File: src/rtl/serial_subtractor.sv
// Bit-serial unsigned subtractor: a - b computed LSB-first, one bit per clock.
// A three-state FSM (IDLE -> SHIFT x WIDTH -> DONE) sequences the operation.
module serial_subtractor #(
  parameter int WIDTH = 8
) (
  input  logic             clk,
  input  logic             rst,
  input  logic             start,
  input  logic [WIDTH-1:0] a,
  input  logic [WIDTH-1:0] b,
  output logic [WIDTH-1:0] diff,
  output logic             borrow_out,
  output logic             busy,
  output logic             done
);

  localparam int CW = (WIDTH > 2) ? $clog2(WIDTH) : 1;

  typedef enum logic [1:0] {
    IDLE  = 2'b00,
    SHIFT = 2'b01,
    DONE  = 2'b10
  } state_t;

  state_t           state, state_nx;
  logic [WIDTH-1:0] a_sr, b_sr, res_sr;
  logic             bor;
  logic [CW-1:0]    cnt;

  logic             a0, b0, d, bor_nx, last;
  logic [WIDTH-1:0] res_nx;

  // Full-subtractor cell applied to the current LSB pair.
  always_comb begin
    a0     = a_sr[0];
    b0     = b_sr[0];
    d      = a0 ^ b0 ^ bor;
    bor_nx = (~a0 & b0) | (~a0 & bor) | (b0 & bor);
    res_nx = {d, res_sr[WIDTH-1:1]};
    last   = (cnt == CW'(WIDTH-1));
  end

  always_ff @(posedge clk or posedge rst) begin
    if (rst) state <= IDLE;
    else     state <= state_nx;
  end

  // Unused encoding falls to the default arm and returns to IDLE with busy/done low.
  always_comb begin
    state_nx = IDLE;
    busy     = 1'b0;
    done     = 1'b0;
    case (state)
      IDLE:  state_nx = start ? SHIFT : IDLE;
      SHIFT: begin
        busy     = 1'b1;
        state_nx = last ? DONE : SHIFT;
      end
      DONE: begin
        done     = 1'b1;
        state_nx = IDLE;
      end
      default: state_nx = IDLE;
    endcase
  end

  always_ff @(posedge clk or posedge rst) begin
    if (rst) begin
      a_sr       <= '0;
      b_sr       <= '0;
      res_sr     <= '0;
      bor        <= 1'b0;
      cnt        <= '0;
      diff       <= '0;
      borrow_out <= 1'b0;
    end else begin
      case (state)
        IDLE: if (start) begin
          a_sr   <= a;
          b_sr   <= b;
          res_sr <= '0;
          bor    <= 1'b0;
          cnt    <= '0;
        end
        SHIFT: begin
          a_sr   <= a_sr >> 1;
          b_sr   <= b_sr >> 1;
          res_sr <= res_nx;
          bor    <= bor_nx;
          cnt    <= cnt + 1'b1;
          // Publish only on the final bit so diff holds the previous result meanwhile.
          if (last) begin
            diff       <= res_nx;
            borrow_out <= bor_nx;
          end
        end
        default: ;
      endcase
    end
  end

endmodule

File: config.mk
export PLATFORM = sky130hd
export DESIGN_NAME = serial_subtractor
export DESIGN_NICKNAME = d
export VERILOG_FILES = /design/src/rtl/serial_subtractor.sv
export SDC_FILE = /design/constraint.sdc
export NUM_CORES = 1
export LEC_CHECK = 0
export CAP_MARGIN = 25
export CORE_MARGIN = 2
export CORE_UTILIZATION = 50
export CTS_CLUSTER_SIZE = 12
export DETAILED_ROUTE_END_ITERATION = 16
export GPL_ROUTABILITY_DRIVEN = 0
export PLACE_DENSITY = 0.76
export REMOVE_ABC_BUFFERS = 1
export SETUP_SLACK_MARGIN = 0.1
export SLEW_MARGIN = 20
export SYNTH_ARGS = -nofsm -noshare
export SYNTH_HDL_FRONTEND = slang
export SYNTH_SLANG_ARGS = --single-unit
File: constraint.sdc
create_clock -name clk -period 3.7 [get_ports clk]
set_clock_uncertainty 0.15 [all_clocks]
set_input_delay 0.925 -clock clk [delete_from_list [all_inputs] [get_ports clk]]
set_output_delay 0.925 -clock clk [all_outputs]
set_load 0.005 [all_outputs]
==> Yosys cells after proc, flatten, opt, wreduce, memory -nomap -nowiden <==
Cells that the tools add are included.
{ "op_classes": {"n_bitwise": 8, "n_mul": 0, "magnitude_cmp": 0, "eq_ne": 4, "mux": 15, "reduce_logical": 4, "add_sub_neg": 1, "n_shift": 0, "div_mod_pow": 0} }
{ "op_table": {"columns": ["op", "n"], "rows": [
  ["8-bit one-hot mux with 2 select lines", 3],
  ["8-bit two-way mux", 3],
  ["3-bit one-hot mux with 2 select lines", 1],
  ["1-bit two-way mux", 4],
  ["2-bit one-hot mux with 2 select lines", 1],
  ["2-bit AND reduction", 2],
  ["3-bit by 1-bit adder with 3-bit output, second input constant", 1],
  ["1-bit bitwise AND", 3],
  ["3-bit equality test, second input constant", 1],
  ["3-bit two-way mux", 1],
  ["2-bit by 1-bit equality test with 1-bit output, second input constant", 1],
  ["2-bit equality test, second input constant", 1],
  ["2-bit logical NOT", 1],
  ["2-bit two-way mux", 1],
  ["2-bit != test, second input constant", 1],
  ["1-bit bitwise OR", 2],
  ["1-bit one-hot mux with 2 select lines", 1],
  ["2-bit nonzero test", 1],
  ["1-bit XOR", 2],
  ["1-bit NOT", 1]
]} }
{ "totals": {"register_bits": 39, "out_inout_bits": 11, "mem_bits_rw": 0, "rom_bits": 0, "latch_bits": 0, "inputBits": 19, "memories": 0, "elab_cells": 40} }

==> Longest topological paths before layout <==
Gate-level depths: netlist of run 1.
{ "logic_depth": {"word_depth": 5, "depth_mapped": 5, "ltp_nobuf": 4} }

==> Worst setup path before layout of run 1 <==
OpenSTA, ideal clock, no wires.
{ "synth_path": {"kind": "register to output", "startpoint": "register state[1]", "endpoint": "output done", "t_arrival_ns": 0.908, "slack_ns": 1.717, "required_time_ns": 2.625, "path_buffers": 2, "path_stages_with_launch": 4, "cell_sequence": "dfrtp_1 -> buf_6 -> clkbuf_1 -> nor2b_1"} }
{ "synth_between": {"elab_chain_len": 2} }
{ "synth_lines": {"columns": ["element", "line_no", "text"], "rows": [
  ["from (decl)", "25", "state_t state, state_nx;"],
  ["from (signal assigned)", "45", "else state <= state_nx;"],
  ["2-bit equality test", "53", "case (state)"],
  ["1-bit two-way mux", "53", null],
  ["to (decl)", "14", "output logic done"]
]} }
No other way between the ends.

==> Final worst setup path of run 1 <==
{ "layout_path": {"startpoint": "register state[1]", "endpoint": "output busy"} }
{ "layout_between": {"elab_chain_len": 2} }
{ "layout_lines": {"columns": ["element", "line_no", "text"], "rows": [
  ["2-bit by 1-bit equality test with 1-bit output", "53", null],
  ["1-bit two-way mux", "53", null],
  ["to (decl)", "13", "output logic busy,"]
]} }
No other way between the ends.

==> flow_summary.json, run 1 <==
{
  "die_w_um": 63.9,
  "grt_pass1_vias": 1181,
  "clockRootBuffer": "clkbuf_4",
  "timing.final.max_slew_violations": 0,
  "ios": 30,
  "synth_cell_type_count": 20,
  "cts.clk_slew.worst_paths_ns": 0.10,
  "seq_area_sq_um": 951,
  "power_frac_clock": 0.138,
  "antenna_found_initial": 0,
  "synthMostInstantiatedCell": "dfrtp_1",
  "setup.worst_path.end_class": "primary output",
  "drtIter0Drc": 68,
  "fillers": 275,
  "clk_latency_ns": 0.36,
  "data_arrival_time_at_the_worst_slack_endpoint_ns": 2.00,
  "run_status": "completed",
  "drv.max_cap_violation_count": 0,
  "power.combinational.fraction": 0.423,
  "slew_headroom": 0.485,
  "floorplan.core_area_sq_mm": 0.00339,
  "number_of_enable_type_register_cells_in_the_synthesized_netlist": 0,
  "synth-seq-cells": 38,
  "clock_path_buffers": 2,
  "place.port_buffers": 29,
  "critical_path.startpoint_type": "flip-flop",
  "hold_end": "cnt[2]",
  "final_nets": 192,
  "final_critical_period_ns": 3.08,
  "post-cts-setup-buffers": 0,
  "worstReg2RegStart": "state[0]",
  "fmax_ghz": 0.325,
  "avgViaCountPerCell": 5.44,
  "crit_required_ns": 2.62,
  "grt_use_total": 0.177,
  "share_seq_of_total_power": 0.438,
  "final_layout_size_suffix_gt1_frac": 0.129,
  "area_delta_synth_final_pct": 19.7,
  "min_period_over_period": 0.831,
  "multi_input_area_sq_um": 702,
  "holdBufCountCts": 0,
  "maximum_number_of_pins_on_one_net_before_global_route_repair": 30,
  "power_switching_share": 0.331,
  "netlist_top_cells_count": "dfrtp_1, inv_1, nor3b_1",
  "resized_gates_after_cts": 0,
  "worst_slew_pin_slew_ns": 0.771,
  "yosysSeqAreaShare": 0.530,
  "placementRows": 21,
  "ir_drop_uv": 272,
  "syn-mean-instance-area_sq_um": 12.6,
  "critPathMaxFanout": 12,
  "cts_inserted_buffers": 5,
  "critical_path.reg2reg.endpoint": "a_sr[0]",
  "p_sw_uw": 536,
  "synth.cell_area_sq_mm": 0.00179,
  "wire_per_inst_um": 14.5,
  "die-height_um": 63.9,
  "cts_tree": "done",
  "final_hold_viol_count": 0,
  "die-area_sq_mm": 0.00408,
  "power-per-cell-area_mw_per_mm2": 755,
  "worst_hold_path.num_cells": 1,
  "final.hold.worst_slack_ns": 0.365,
  "yosys_warnings": 0,
  "ys_async_sr_fraction": 1.00,
  "ff2ff_setup_slack_ns": 2.02,
  "hp-class": "reg -> reg",
  "setup_viol": 0,
  "grt_setup_unrepaired": "false",
  "post_synth_inst_count": 142,
  "yosys-top-cells-area": "dfrtp_1, mux2_4, nor3b_1",
  "via_count": 1181,
  "hold_path_startpoint": "cnt[2]",
  "dp_hpwl_um": 2170,
  "drt-pass1-iter-count": 4,
  "final_antenna_net_count": 0,
  "globalRoute.totalOverflow": 0,
  "cts_htree_levels": 2,
  "synth_largest_type_area_fraction": 0.530,
  "first_pass_grt_wire_length_um": 5530,
  "tritoncts_num_sinks": 38,
  "drc": 0,
  "internal_power_uw": 1090,
  "timing.setup.critical_path_class": "reg -> out",
  "p_leak_uw": 0.000991,
  "timing.setup.tns_ns": 0,
  "wirelength_um": 3140,
  "start_util": 0.529,
  "worstRegToRegCells": 3,
  "ys.flop_type": "dfrtp_1",
  "antenna_cells_inserted": 0,
  "synthDominantAreaCellType": "dfrtp_1"
}
## power by group through the flow
stage	Combinational [uW]	Clock, uW	Sequential, uW
after floorplan	428	0	730
after global placement	658	0	710
after detailed placement	694	0	721
after CTS	698	230	713
after global routing	765	254	736
final	686	224	710
## critical path: stages, from the launching register on
cell and delay [ns]:
dfrtp_1 0.39, nor2b_1 0.61, clkdlybuf4s50_1 0.66
## cell families (layout without fill, tap and decap cells)
family          after synthesis  in the layout  synth area share
flops                        38             38             0.530
simple gates                 35             35             0.150
compound gates               28             28             0.135
buf+inv                      28             57            0.0788
mux                          10             10            0.0816
fa+ha+maj                     3              3            0.0251
## final cells by class
type                       instances  share of cell area
timing repair buffer              32               0.146
multi-input combinational         76               0.327
inverter                          17              0.0297
clock inverter                     1             0.00233
tap                               46              0.0268
sequential                        38               0.443
clock buffer                       7              0.0256
## metrics by stage
stage          setup slack, ns  power [uW]  std cells  area [sq um]  utilization
2_1_floorplan             1.33        1160        131          1720            -
3_3_place_gp              1.01        1370        209          2090        0.616
3_5_place_dp             0.941        1420        209          2090        0.616
4_1_cts                  0.592        1640        217          2150        0.633
5_1_grt                  0.486        1760        217          2150        0.633
6_report                 0.624        1620        217          2150        0.633
## layout by cell type (no fill, tap or decap), types with 2 or more instances in the layout
cell type / netlist / routed
buf_4: 0 / 3
nor2b_1: 8 / 8
clkdlybuf4s50_1: 0 / 29
inv_1: 17 / 17
a221oi_1: 6 / 6
ha_1: 2 / 2
a211oi_1: 8 / 8
clkbuf_4: 0 / 5
nor4b_1: 8 / 8
mux2_4: 9 / 9
nor3b_1: 15 / 15
nand2b_1: 2 / 2
dfrtp_1: 38 / 38
a22o_1: 12 / 12
## metal layers
metal	global-route usage	routed length, um	vias to the layer above
li1	-	-	559
met1	0.227	1410	583
met2	0.277	1500	33
met3	0.0440	168	6
met4	0.0897	63	0
met5	0	0	-
## worst max path at each step
stage	from	end	slack [ns]	cells after the start
finish	state[1]	busy	0.62	2
global placement	start	a_sr[5]	1.01	3
detailed placement	start	a_sr[0]	0.94	3
CTS	state[1]	busy	0.59	2
floorplan	state[0]	busy	1.33	1
global route	state[1]	busy	0.49	2
## registers in the layout, summed over array words and instances, names as in the netlist
signal and count:
a_sr 8, b_sr 8, diff 8, res_sr 7, cnt 3, state 2
bor 1, borrow_out 1
Note: power is estimated with default switching activity, not from simulation.
==> run 2: changes to the inputs <==
--- a/config.mk
+++ b/config.mk
@@ -7,11 +7,11 @@
 export LEC_CHECK = 0
 export CAP_MARGIN = 25
 export CORE_MARGIN = 2
-export CORE_UTILIZATION = 50
+export CORE_UTILIZATION = 47
 export CTS_CLUSTER_SIZE = 12
 export DETAILED_ROUTE_END_ITERATION = 16
 export GPL_ROUTABILITY_DRIVEN = 0
-export PLACE_DENSITY = 0.76
+export PLACE_DENSITY = 0.75
 export REMOVE_ABC_BUFFERS = 1
 export SETUP_SLACK_MARGIN = 0.1
 export SLEW_MARGIN = 20
==> constraint.sdc (replaced) <==
create_clock -name clk -period 2.6 [get_ports clk]
set_clock_uncertainty 0.15 [all_clocks]
set_input_delay 0.65 -clock clk [delete_from_list [all_inputs] [get_ports clk]]
set_output_delay 0.65 -clock clk [all_outputs]
set_load 0.005 [all_outputs]
==> run 2 against run 1 <==
  * Critical path type unchanged
  * Highest routed layer unchanged
  * Via count is 1.6% higher
  * Power is 48% higher
  * Global-route usage decreased by 1.4 points
  * Clock power grew 74%
  * Critical path depth rose by 1
  * Largest power group unchanged
==> flow_summary.json, run 2 (synthesis gave the netlist of run 1 again) <==
{
  "run_status": "completed",
  "holdBufCountCts": 0,
  "worst_hold_path.num_cells": 1,
  "routed-wl-met3_um": 178,
  "final_antenna_net_count": 0,
  "min_period_over_period": 0.893,
  "area_delta_synth_final_pct": 22.3,
  "biggestRegsByFlops": "a_sr: 8 flops, b_sr: 8 flops, diff: 8 flops",
  "fmax_ghz": 0.431,
  "globalRoute.totalOverflow": 0,
  "setup.worst_path.end_class": "primary output",
  "cts_tree": "done",
  "slew_headroom": 0.586,
  "antenna_cells_inserted": 0,
  "timing.setup.critical_path_class": "reg -> out",
  "start_util": 0.490,
  "ios": 30,
  "routed.top_layer": "met4",
  "cts_inserted_buffers": 5,
  "floorplan.core_area_sq_mm": 0.00366,
  "finalNonFillerCells": 220,
  "placementRows": 22,
  "grt_pass1_vias": 1235,
  "clk_latency_ns": 0.28,
  "grt_use_total": 0.163,
  "setup_viol": 0,
  "cts.clk_slew.worst_paths_ns": 0.07,
  "dp_worst_setup_slack_ns": 0.429,
  "drt-met1-wl_um": 1440,
  "data_arrival_time_at_the_worst_slack_endpoint_ns": 1.52,
  "avgViaCountPerCell": 5.45,
  "drv.max_cap_violation_count": 0,
  "die-area_sq_mm": 0.00433,
  "tritoncts_num_sinks": 38,
  "crit_required_ns": 1.80,
  "p_leak_uw": 0.00101,
  "drt-pass1-iter-count": 4,
  "placed_cells_incl_taps": 214,
  "worst_slew_pin_slew_ns": 0.619,
  "timing.final.max_slew_violations": 0,
  "place.port_buffers": 29,
  "first_pass_grt_wire_length_um": 5350,
  "clock_path_buffers": 2,
  "ir_drop_uv": 500,
  "postLayoutCoreUtil": 0.599,
  "clockRootBuffer": "clkbuf_8",
  "wirelength_um": 3210,
  "resized_gates_after_cts": 0,
  "grt_setup_unrepaired": "false",
  "critPathMaxFanout": 13,
  "via_count": 1200,
  "drtIter0Drc": 59,
  "wire_per_inst_um": 14.6,
  "commonest_non_fill_non_tap_cell_in_the_layout": "dfrtp_1",
  "final_layout_size_suffix_gt1_frac": 0.140,
  "drc": 0,
  "final.setup.worst_slack_ns": 0.279,
  "die-height_um": 65.8,
  "hp-class": "reg -> reg",
  "final_critical_period_ns": 2.32,
  "critical_path.startpoint_type": "flip-flop",
  "worstRegToRegCells": 3,
  "final_hold_viol_count": 0,
  "timing.setup.tns_ns": 0,
  "met2RoutedLength_um": 1560,
  "power-per-cell-area_mw_per_mm2": 1090,
  "maximum_number_of_pins_on_one_net_before_global_route_repair": 39,
  "dp_hpwl_um": 2180,
  "cts_htree_levels": 2,
  "mostFrequentLayoutCells": "dfrtp_1, clkdlybuf4s50_1, inv_1, nor3b_1, a22o_1",
  "final_nets": 195,
  "die_w_um": 65.8,
  "post-cts-setup-buffers": 0,
  "p_total_uw": 2400,
  "antenna_found_initial": 0
}
run 2: cell types whose count changed in the layout (fill, tap and decap cells not counted):
cell      before  now
clkinv_2       1    0
buf_4          3    6
clkbuf_1       1    0
clkbuf_4       5    0
clkbuf_8       1    6
run 2: cell type report:
type                    instances  area (sq um)
multi-input cells              76           702
well taps                      48          60.1
clock buffers                   6          82.6
repair buffers                 35           335
fillers                       316          1470
flip-flops and latches         38           951
inverters                      17          63.8
run 2: final timing paths:
kind / endpoint / slack [ns] / from
max reg2reg: a_sr[0] / 0.91 / state[0]
min in group asynchronous: diff[0] / 0.64 / rst
max: done / 0.28 / state[1]
min: res_sr[1] / 0.36 / res_sr[1]
min reg2reg: res_sr[1] / 0.36 / res_sr[1]
max in group asynchronous: diff[4] / 1.34 / rst
run 2: worst max-delay path, cell delays in order, from the launching register on:
cell and delay, ns:
dfrtp_1 0.39, buf_4 0.20, nor2b_1 0.15, clkdlybuf4s50_1 0.50
run 2: through the flow:
stage | area, sq um | hold slack [ns]
2_1_floorplan | 1720 | 0.316
3_3_place_gp | 2110 | 0.337
3_5_place_dp | 2110 | 0.336
4_1_cts | 2190 | 0.360
5_1_grt | 2190 | 0.376
6_report | 2190 | 0.356
run 2: layer usage:
metal / global-route usage / up-vias
met3: 0.0562 / 5
li1: - / 568
met1: 0.193 / 593
met4: 0.0391 / 0
met5: 0 / -
met2: 0.283 / 34
run 2: where the power goes:
part	switching (uW)	internal (uW)
registers	162	860
logic	422	568
clock network	186	204
